--- src/rtl/sht40_pkg.sv ---
// Shared types and constants for the SHT40 measurement sequencer.
package sht40_pkg;

    // State encodings kept as plain constants so older netlists and
    // debug scripts that decode the raw 3-bit state keep working.
    localparam logic [2:0] ST_IDLE      = 3'd0;
    localparam logic [2:0] ST_SEND_CMD  = 3'd1;
    localparam logic [2:0] ST_WAIT_CMD  = 3'd2;
    localparam logic [2:0] ST_CONVERT   = 3'd3;
    localparam logic [2:0] ST_SEND_READ = 3'd4;
    localparam logic [2:0] ST_WAIT_READ = 3'd5;
    localparam logic [2:0] ST_BACKOFF   = 3'd6;
    localparam logic [2:0] ST_FAULT     = 3'd7;

    typedef enum logic [2:0] {
        IDLE      = ST_IDLE,
        SEND_CMD  = ST_SEND_CMD,
        WAIT_CMD  = ST_WAIT_CMD,
        CONVERT   = ST_CONVERT,
        SEND_READ = ST_SEND_READ,
        WAIT_READ = ST_WAIT_READ,
        BACKOFF   = ST_BACKOFF,
        FAULT     = ST_FAULT
    } sht40_state_e;

    // Sensor measure commands, one per repeatability setting.
    localparam logic [7:0] CMD_HI  = 8'hFD;
    localparam logic [7:0] CMD_MED = 8'hF6;
    localparam logic [7:0] CMD_LO  = 8'hE0;

    localparam logic [6:0] SHT40_ADDR = 7'h44;

    // precision_sel codes; 2'b11 is treated as high precision.
    localparam logic [1:0] PREC_HI  = 2'b00;
    localparam logic [1:0] PREC_MED = 2'b01;
    localparam logic [1:0] PREC_LO  = 2'b10;

    function automatic logic [7:0] prec_to_cmd(input logic [1:0] prec);
        logic [7:0] cmd;
        case (prec)
            PREC_MED: cmd = CMD_MED;
            PREC_LO:  cmd = CMD_LO;
            default:  cmd = CMD_HI;
        endcase
        return cmd;
    endfunction

endpackage

--- src/rtl/sht40_cycle_timer.sv ---
// Shared 32-bit down-counter used for conversion, back-off and timeout waits.
module sht40_cycle_timer (
    input  logic        clk,
    input  logic        rst,
    input  logic        load,
    input  logic [31:0] load_value,
    output logic        expired
);

    logic [31:0] cnt_q;

    // Count down from the loaded value and park at zero.
    always_ff @(posedge clk or posedge rst) begin
        if (rst) begin
            cnt_q <= '0;
        end else if (load) begin
            cnt_q <= load_value;
        end else if (cnt_q != 32'd0) begin
            cnt_q <= cnt_q - 32'd1;
        end
    end

    // Terminal count at one, so a load of N flags expiry exactly N cycles
    // after the load cycle and only once. A load of zero never expires.
    assign expired = (cnt_q == 32'd1);

endmodule

--- src/rtl/sht40_meas_ctrl.sv ---
// SHT40 measurement sequencer: issues the measure command, waits out the
// conversion, issues the 6-byte read and supervises the parser flags.
//
// state     | meaning
// ----------+-----------------------------------------------------------
// IDLE      | waiting for a pending request
// SEND_CMD  | one-cycle write start carrying the measure command
// WAIT_CMD  | waiting for the write to finish (timeout armed)
// CONVERT   | waiting out the sensor conversion time
// SEND_READ | one-cycle read start
// WAIT_READ | waiting for Temp and RH ready edges (timeout armed)
// BACKOFF   | delay before retrying from SEND_CMD
// FAULT     | retries exhausted; sticky until fault_clr
module sht40_meas_ctrl
    import sht40_pkg::*;
#(
    parameter int unsigned PERIOD_CYCLES  = 50_000_000,
    parameter int unsigned CONV_HI        = 500_000,
    parameter int unsigned CONV_MED       = 250_000,
    parameter int unsigned CONV_LO        = 100_000,
    parameter int unsigned TIMEOUT_CYCLES = 1_000_000,
    parameter int unsigned BACKOFF_CYCLES = 50_000,
    parameter int unsigned MAX_RETRY      = 3,
    parameter logic [6:0]  SENSOR_ADDR    = SHT40_ADDR
) (
    input  logic       clk,
    input  logic       rst,
    input  logic       enable,
    input  logic       meas_trigger,
    input  logic [1:0] precision_sel,
    input  logic       fault_clr,
    output logic       i2c_start,
    output logic       i2c_rw,
    output logic [6:0] i2c_addr,
    output logic [7:0] i2c_wdata,
    input  logic       i2c_done,
    input  logic       i2c_nack,
    input  logic       temp_ready,
    input  logic       rh_ready,
    input  logic       crc_error,
    output logic       busy,
    output logic       sample_valid,
    output logic       fault,
    output logic [1:0] retry_cnt
);

    sht40_state_e state_q, state_d;

    logic [31:0] period_cnt_q;
    logic        period_wrap;
    logic        pending_q;
    logic [1:0]  prec_q;
    logic [1:0]  retry_q;
    logic        seen_t_q, seen_rh_q;
    logic        seen_t_n, seen_rh_n;
    logic        temp_q, rh_q;
    logic        fault_q;
    logic        sample_valid_q;

    logic        tmr_load;
    logic [31:0] tmr_value;
    logic        tmr_expired;
    logic [31:0] conv_cycles;

    logic        start_meas;
    logic        clr_seen;
    logic        fail;
    logic        complete;
    logic        retry_inc;
    logic        enter_fault;
    logic        leave_fault;

    sht40_cycle_timer u_timer (
        .clk        (clk),
        .rst        (rst),
        .load       (tmr_load),
        .load_value (tmr_value),
        .expired    (tmr_expired)
    );

    assign period_wrap = enable && (period_cnt_q == PERIOD_CYCLES - 1);

    // Periodic request counter; parked at zero while disabled.
    always_ff @(posedge clk or posedge rst) begin
        if (rst) begin
            period_cnt_q <= '0;
        end else if (!enable || period_wrap) begin
            period_cnt_q <= '0;
        end else begin
            period_cnt_q <= period_cnt_q + 32'd1;
        end
    end

    // One-deep request latch; a new request in the consuming cycle is kept.
    always_ff @(posedge clk or posedge rst) begin
        if (rst) begin
            pending_q <= 1'b0;
        end else if (meas_trigger || period_wrap) begin
            pending_q <= 1'b1;
        end else if (start_meas) begin
            pending_q <= 1'b0;
        end
    end

    // Previous-cycle copies of the parser ready levels for edge detection.
    always_ff @(posedge clk or posedge rst) begin
        if (rst) begin
            temp_q <= 1'b0;
            rh_q   <= 1'b0;
        end else begin
            temp_q <= temp_ready;
            rh_q   <= rh_ready;
        end
    end

    assign seen_t_n  = seen_t_q  | (temp_ready & ~temp_q);
    assign seen_rh_n = seen_rh_q | (rh_ready & ~rh_q);

    // Conversion wait for the precision latched at measurement start.
    always_comb begin
        case (prec_q)
            PREC_MED: conv_cycles = CONV_MED;
            PREC_LO:  conv_cycles = CONV_LO;
            default:  conv_cycles = CONV_HI;
        endcase
    end

    // Next-state logic; failure handling overrides any completion.
    always_comb begin
        state_d     = state_q;
        tmr_load    = 1'b0;
        tmr_value   = '0;
        start_meas  = 1'b0;
        clr_seen    = 1'b0;
        fail        = 1'b0;
        complete    = 1'b0;
        retry_inc   = 1'b0;
        enter_fault = 1'b0;
        leave_fault = 1'b0;

        case (state_q)
            IDLE: begin
                if (pending_q) begin
                    start_meas = 1'b1;
                    state_d    = SEND_CMD;
                end
            end
            SEND_CMD: begin
                tmr_load  = 1'b1;
                tmr_value = TIMEOUT_CYCLES;
                state_d   = WAIT_CMD;
            end
            WAIT_CMD: begin
                if (i2c_nack || tmr_expired) begin
                    fail = 1'b1;
                end else if (i2c_done) begin
                    tmr_load  = 1'b1;
                    tmr_value = conv_cycles;
                    state_d   = CONVERT;
                end
            end
            CONVERT: begin
                if (tmr_expired) begin
                    state_d = SEND_READ;
                end
            end
            SEND_READ: begin
                tmr_load  = 1'b1;
                tmr_value = TIMEOUT_CYCLES;
                clr_seen  = 1'b1;
                state_d   = WAIT_READ;
            end
            WAIT_READ: begin
                if (crc_error || i2c_nack || tmr_expired) begin
                    fail = 1'b1;
                end else if (seen_t_n && seen_rh_n) begin
                    complete = 1'b1;
                    state_d  = IDLE;
                end
            end
            BACKOFF: begin
                if (tmr_expired) begin
                    state_d = SEND_CMD;
                end
            end
            FAULT: begin
                if (fault_clr) begin
                    leave_fault = 1'b1;
                    state_d     = IDLE;
                end
            end
            default: state_d = IDLE;
        endcase

        if (fail) begin
            if (32'(retry_q) < MAX_RETRY) begin
                retry_inc = 1'b1;
                tmr_load  = 1'b1;
                tmr_value = BACKOFF_CYCLES;
                state_d   = BACKOFF;
            end else begin
                enter_fault = 1'b1;
                state_d     = FAULT;
            end
        end
    end

    // Sequencer registers.
    always_ff @(posedge clk or posedge rst) begin
        if (rst) begin
            state_q        <= IDLE;
            prec_q         <= PREC_HI;
            retry_q        <= '0;
            seen_t_q       <= 1'b0;
            seen_rh_q      <= 1'b0;
            fault_q        <= 1'b0;
            sample_valid_q <= 1'b0;
        end else begin
            state_q        <= state_d;
            sample_valid_q <= complete;

            if (start_meas) begin
                prec_q  <= precision_sel;
                retry_q <= '0;
            end else if (retry_inc) begin
                retry_q <= retry_q + 2'd1;
            end

            if (clr_seen) begin
                seen_t_q  <= 1'b0;
                seen_rh_q <= 1'b0;
            end else if (state_q == WAIT_READ) begin
                seen_t_q  <= seen_t_n;
                seen_rh_q <= seen_rh_n;
            end

            if (enter_fault) begin
                fault_q <= 1'b1;
            end else if (leave_fault) begin
                fault_q <= 1'b0;
            end
        end
    end

    // Start is decoded from state so reset drops it in the same instant.
    assign i2c_start    = (state_q == SEND_CMD) || (state_q == SEND_READ);
    assign i2c_rw       = (state_q == SEND_READ);
    assign i2c_addr     = SENSOR_ADDR;
    assign i2c_wdata    = (state_q == SEND_CMD) ? prec_to_cmd(prec_q) : 8'h00;
    assign busy         = (state_q != IDLE) && (state_q != FAULT);
    assign sample_valid = sample_valid_q;
    assign fault        = fault_q;
    assign retry_cnt    = retry_q;

endmodule

--- config.mk ---
export PLATFORM = sky130hd
export DESIGN_NAME = sht40_meas_ctrl
export DESIGN_NICKNAME = d
export VERILOG_FILES = /design/src/rtl/sht40_pkg.sv /design/src/rtl/sht40_cycle_timer.sv /design/src/rtl/sht40_meas_ctrl.sv
export SDC_FILE = /design/constraint.sdc
export NUM_CORES = 1
export LEC_CHECK = 0
export ABC_AREA = 1
export CELL_PAD_IN_SITES_DETAIL_PLACEMENT = 1
export CELL_PAD_IN_SITES_GLOBAL_PLACEMENT = 2
export CORE_ASPECT_RATIO = 2
export CORE_MARGIN = 1.5
export CORE_UTILIZATION = 38
export CTS_BUF_LIST = sky130_fd_sc_hd__clkbuf_8
export CTS_CLUSTER_SIZE = 25
export DETAILED_ROUTE_END_ITERATION = 6
export GPL_ROUTABILITY_DRIVEN = 0
export GPL_TIMING_DRIVEN = 0
export PLACE_DENSITY = 0.92
export SYNTH_ARGS = -nofsm -noshare
export SYNTH_HDL_FRONTEND = slang
export SYNTH_SLANG_ARGS = --single-unit
--- constraint.sdc ---
create_clock -name clk -period 8.1 [get_ports clk]
set_input_delay 2.43 -clock clk [delete_from_list [all_inputs] [get_ports clk]]
set_output_delay 2.43 -clock clk [all_outputs]
set_load 0.005 [all_outputs]
==> impl_table.tex <==
\begin{tabular}{lr}
\hline
Metric & Value \\
\hline
\multicolumn{2}{l}{\textbf{Routing}} \\
Vias per Instance & 5.08 \\
Count of vias placed by the detailed router & 4418 \\
Residual DRC count & 0 \\
Remaining antenna violation count after routing & 0 \\
Detailed-routing iteration count for the pre-antenna-repair pass & 4 \\
Avg WL per Cell & 17.1 um \\
First-iteration detailed-routing DRC count & 172 \\
Total routed wirelength & 14800 um \\
\multicolumn{2}{l}{\textbf{Finish}} \\
Antenna fix cells & 0 \\
Multi-input gate area in the final layout & 0.00242 mm2 \\
Syn-to-layout area delta & 13.7\% \\
Leading cell types in the layout, fill and taps excluded & sky130\_fd\_sc\_hd\_\_nand2\_1, sky130\_fd\_sc\_hd\_\_nor2\_1, sky130\_fd\_sc\_hd\_\_inv\_1 \\
\# fillers & 1654 \\
Final net count & 734 \\
Most common library cell in the layout ignoring fill and taps & sky130\_fd\_sc\_hd\_\_nand2\_1 \\
Fraction of layout cells with a size suffix above 1 & 10.4\% \\
FF/Latch Area & 0.00195 mm2 \\
\multicolumn{2}{l}{\textbf{Global route}} \\
Number of antenna violations at the first check in global routing & 0 \\
Overflow after GRT & 0 \\
Via count of the first global-routing pass & 4901 \\
Wire length of the first global-routing pass & 24300 um \\
Maximum number of pins on one net before global-route repair & 64 \\
Overall fraction of global-route tracks in use & 23.1\% \\
\multicolumn{2}{l}{\textbf{Timing}} \\
Endpoints failing hold & 0 \\
Fmax & 202 MHz \\
Transition time of the tightest slew-check pin & 0.566 ns \\
Worst max-slew margin expressed relative to the limit & 62.0\% \\
Final TNS setup & 0 ns \\
Number of max-slew violations in the final report & 0 \\
RSZ-0062 raised after global routing & false \\
Time the final worst path needs with I/O delays and setup & 4.94 ns \\
Total of endpoints with negative setup slack in the final report & 0 \\
Fraction of the cycle the final worst path needs & 61.0\% \\
Worst hold margin & 0.490 ns \\
Worst clock skew & 0.00819 ns \\
\multicolumn{2}{l}{\textbf{Setup path}} \\
Startpoint kind of the worst setup timing path & flip-flop \\
Required time of the critical path & 5.67 ns \\
Reg-to-reg critical path startpoint & u\_timer.cnt\_q[0] \\
Endpoint of the worst-slack reg-to-reg timing path & u\_timer.cnt\_q[7] \\
Critical path endpoint category & output pin \\
Worst Path Class, Setup & flip-flop to output pin \\
Depth of the worst register-to-register path & 12 \\
Arrival time of data at the critical path endpoint & 2.51 ns \\
Setup slack of the worst register-to-register path & 5.54 ns \\
Critical path fanouts, max & 8 \\
\multicolumn{2}{l}{\textbf{Pwr}} \\
Power density relative to cell area & 276 mW/mm2 \\
Lkg Pwr & 2.74 nW \\
VDD IR max & 0.188 mV \\
\multicolumn{2}{l}{\textbf{Placed design}} \\
Count of port buffers added during placement & 26 \\
Hpwl dp & 12300 um \\
\multicolumn{2}{l}{\textbf{Yosys}} \\
Number of synthesized flops with an enable pin & 0 \\
Synthesized instance count & 671 \\
Synth top area share & 39.7\% \\
Number of warnings issued by yosys & 0 \\
Post-synthesis sequential area ratio & 39.7\% \\
Share of synthesized registers carrying an async set or reset & 100\% \\
Number of unique standard cell types used by synthesis & 36 \\
Cell area after technology mapping & 0.00491 mm2 \\
Cell type contributing the most total cell area after synthesis & sky130\_fd\_sc\_hd\_\_dfrtp\_1 \\
Avg Cell Area, Syn & 7.32 um2 \\
Cell types with the largest area share after synthesis & sky130\_fd\_sc\_hd\_\_dfrtp\_1, sky130\_fd\_sc\_hd\_\_nand2\_1, sky130\_fd\_sc\_hd\_\_nor2\_1 \\
Synth Flop Type & sky130\_fd\_sc\_hd\_\_dfrtp\_1 \\
Number of storage elements in the synthesis netlist & 78 \\
\multicolumn{2}{l}{\textbf{Floorplanning}} \\
CORE AREA & 0.0126 mm2 \\
IO Count & 34 \\
Vertical die dimension & 164 um \\
Die footprint & 0.0137 mm2 \\
Starting density of the core & 38.9\% \\
Cell Rows & 58 \\
Width of the die & 83.4 um \\
\multicolumn{2}{l}{\textbf{CTS}} \\
\# Post-CTS Setup Buffers & 0 \\
Clock transition at the register clock pins on the worst setup and hold paths after CTS & 0.08 ns \\
Buffer levels on the longest clock path & 2 \\
Clk Tree Root Cell & sky130\_fd\_sc\_hd\_\_clkbuf\_8 \\
Resized Gates After CTS & 0 \\
Clock tree from TritonCTS & yes \\
Clock latency at the later pin of the worst-skew pair & 0.36 ns \\
Clock buffer count from CTS & 9 \\
Clock sinks & 78 \\
H-tree Lvls & 3 \\
CTS Hold Buffers Added & 0 \\
\multicolumn{2}{l}{\textbf{Run}} \\
Max-cap violations & 0 \\
\multicolumn{2}{l}{\textbf{Run status}} \\
Run status & completed \\
\multicolumn{2}{l}{\textbf{Worst hold path}} \\
Hold-critical path depth & 1 \\
Hold\_sp & period\_cnt\_q[0] \\
Worst Hold Endpoint & period\_cnt\_q[0] \\
Type of the most critical hold path & flip-flop to flip-flop \\
\hline
\end{tabular}
## layer usage
metal  GRT usage [%]  share of wire (%)  vias to the layer above
li1                -                  -                     2168
met1            20.0                 32                     2145
met2            49.0                 61                       58
met3            2.11                1.3                       47
met4            13.6                5.7                        0
met5               0                  0                        -
## stage by stage
| stage | cell area (um2) | setup slack [ns] | std cells | util, % | power [mW] |
|---|---|---|---|---|---|
| after detailed placement | 5410 | 3.48 | 853 | 42.8 | 1.29 |
| final | 5590 | 3.16 | 869 | 44.2 | 1.54 |
| after CTS | 5590 | 3.08 | 869 | 44.2 | 1.57 |
| after floorplan | 4930 | 3.67 | 676 | - | 1.04 |
| after global routing | 5590 | 2.92 | 869 | 44.2 | 1.68 |
| after global placement | 5380 | 2.22 | 852 | 42.6 | 1.26 |
## final cells by class
| type | count | area share, % |
|---|---|---|
| sequential | 78 | 34.9 |
| inverter | 109 | 7.37 |
| clock buffer | 10 | 2.46 |
| multi-input combinational | 469 | 43.4 |
| tap | 150 | 3.36 |
| buffer | 20 | 2.64 |
| timing repair buffer | 27 | 5.15 |
| clock inverter | 6 | 0.694 |
## state kept, by name (all words and copies together), names as in the netlist
register       flops
fault              1
pending_q          1
period_cnt_q      32
prec_q             2
retry_cnt          2
rh_q               1
sample_valid       1
seen_rh_q          1
seen_t_q           1
state_q            3
temp_q             1
u_timer.cnt_q     32
## cells in the mapped netlist (2+ instances only)
library cell / n
sky130_fd_sc_hd__nor2_1: 111
sky130_fd_sc_hd__nand2_1: 138
sky130_fd_sc_hd__dfrtp_1: 78
sky130_fd_sc_hd__nor2_2: 8
sky130_fd_sc_hd__nor3_2: 6
sky130_fd_sc_hd__nor3b_1: 8
sky130_fd_sc_hd__o21ai_1: 3
sky130_fd_sc_hd__nand2_4: 2
sky130_fd_sc_hd__nand2_2: 5
sky130_fd_sc_hd__nand4_1: 19
sky130_fd_sc_hd__inv_1: 101
sky130_fd_sc_hd__inv_2: 8
sky130_fd_sc_hd__buf_6: 2
sky130_fd_sc_hd__conb_1: 2
sky130_fd_sc_hd__o21ai_0: 10
sky130_fd_sc_hd__nor3_1: 31
sky130_fd_sc_hd__nand3_2: 3
sky130_fd_sc_hd__buf_2: 4
sky130_fd_sc_hd__a31oi_1: 2
sky130_fd_sc_hd__ha_1: 8
sky130_fd_sc_hd__nor4_1: 10
sky130_fd_sc_hd__a21oi_1: 12
sky130_fd_sc_hd__xnor2_1: 11
sky130_fd_sc_hd__nand3_1: 33
sky130_fd_sc_hd__xor2_1: 30
sky130_fd_sc_hd__buf_4: 14
sky130_fd_sc_hd__o21a_1: 2
sky130_fd_sc_hd__o211ai_2: 2
## worst max-delay path: stages (launching register included)
cell	delay, ns
sky130_fd_sc_hd__dfrtp_1	0.36
sky130_fd_sc_hd__buf_2	0.17
sky130_fd_sc_hd__nor3_1	0.51
sky130_fd_sc_hd__inv_1	0.22
sky130_fd_sc_hd__nor2_1	0.24
sky130_fd_sc_hd__buf_4	0.14
sky130_fd_sc_hd__clkdlybuf4s50_1	0.52
## cell families after synthesis
| group | after synthesis | synth area share, % |
|---|---|---|
| and+or+nand+nor | 378 | 35.1 |
| buffers and inverters | 129 | 11.3 |
| DFF | 78 | 39.7 |
| xor gates and xnor gates | 41 | 7.31 |
| AOI/OAI and AO/OA | 35 | 4.30 |
| adders and majority gates | 8 | 2.04 |
| other | 2 | 0.153 |
## power breakdown
group          total, mW  leakage [nW]  internal, mW  switching (mW)
Combinational      0.737          1.63         0.278           0.459
Sequential         0.533          1.03         0.464          0.0691
Clock              0.271        0.0817         0.118           0.153
## worst max path at each step
stage	to	slack (ns)	cells past startpoint	from
after CTS	i2c_wdata[4]	3.08	6	state_q[1]
final	i2c_wdata[4]	3.16	6	state_q[1]
after detailed placement	i2c_wdata[4]	3.48	6	state_q[1]
after global routing	i2c_wdata[4]	2.92	6	state_q[1]
after floorplan	fault	3.67	1	rst
after global placement	u_timer.cnt_q[22]	2.22	2	rst
Power figures use the tool's default switching activity.
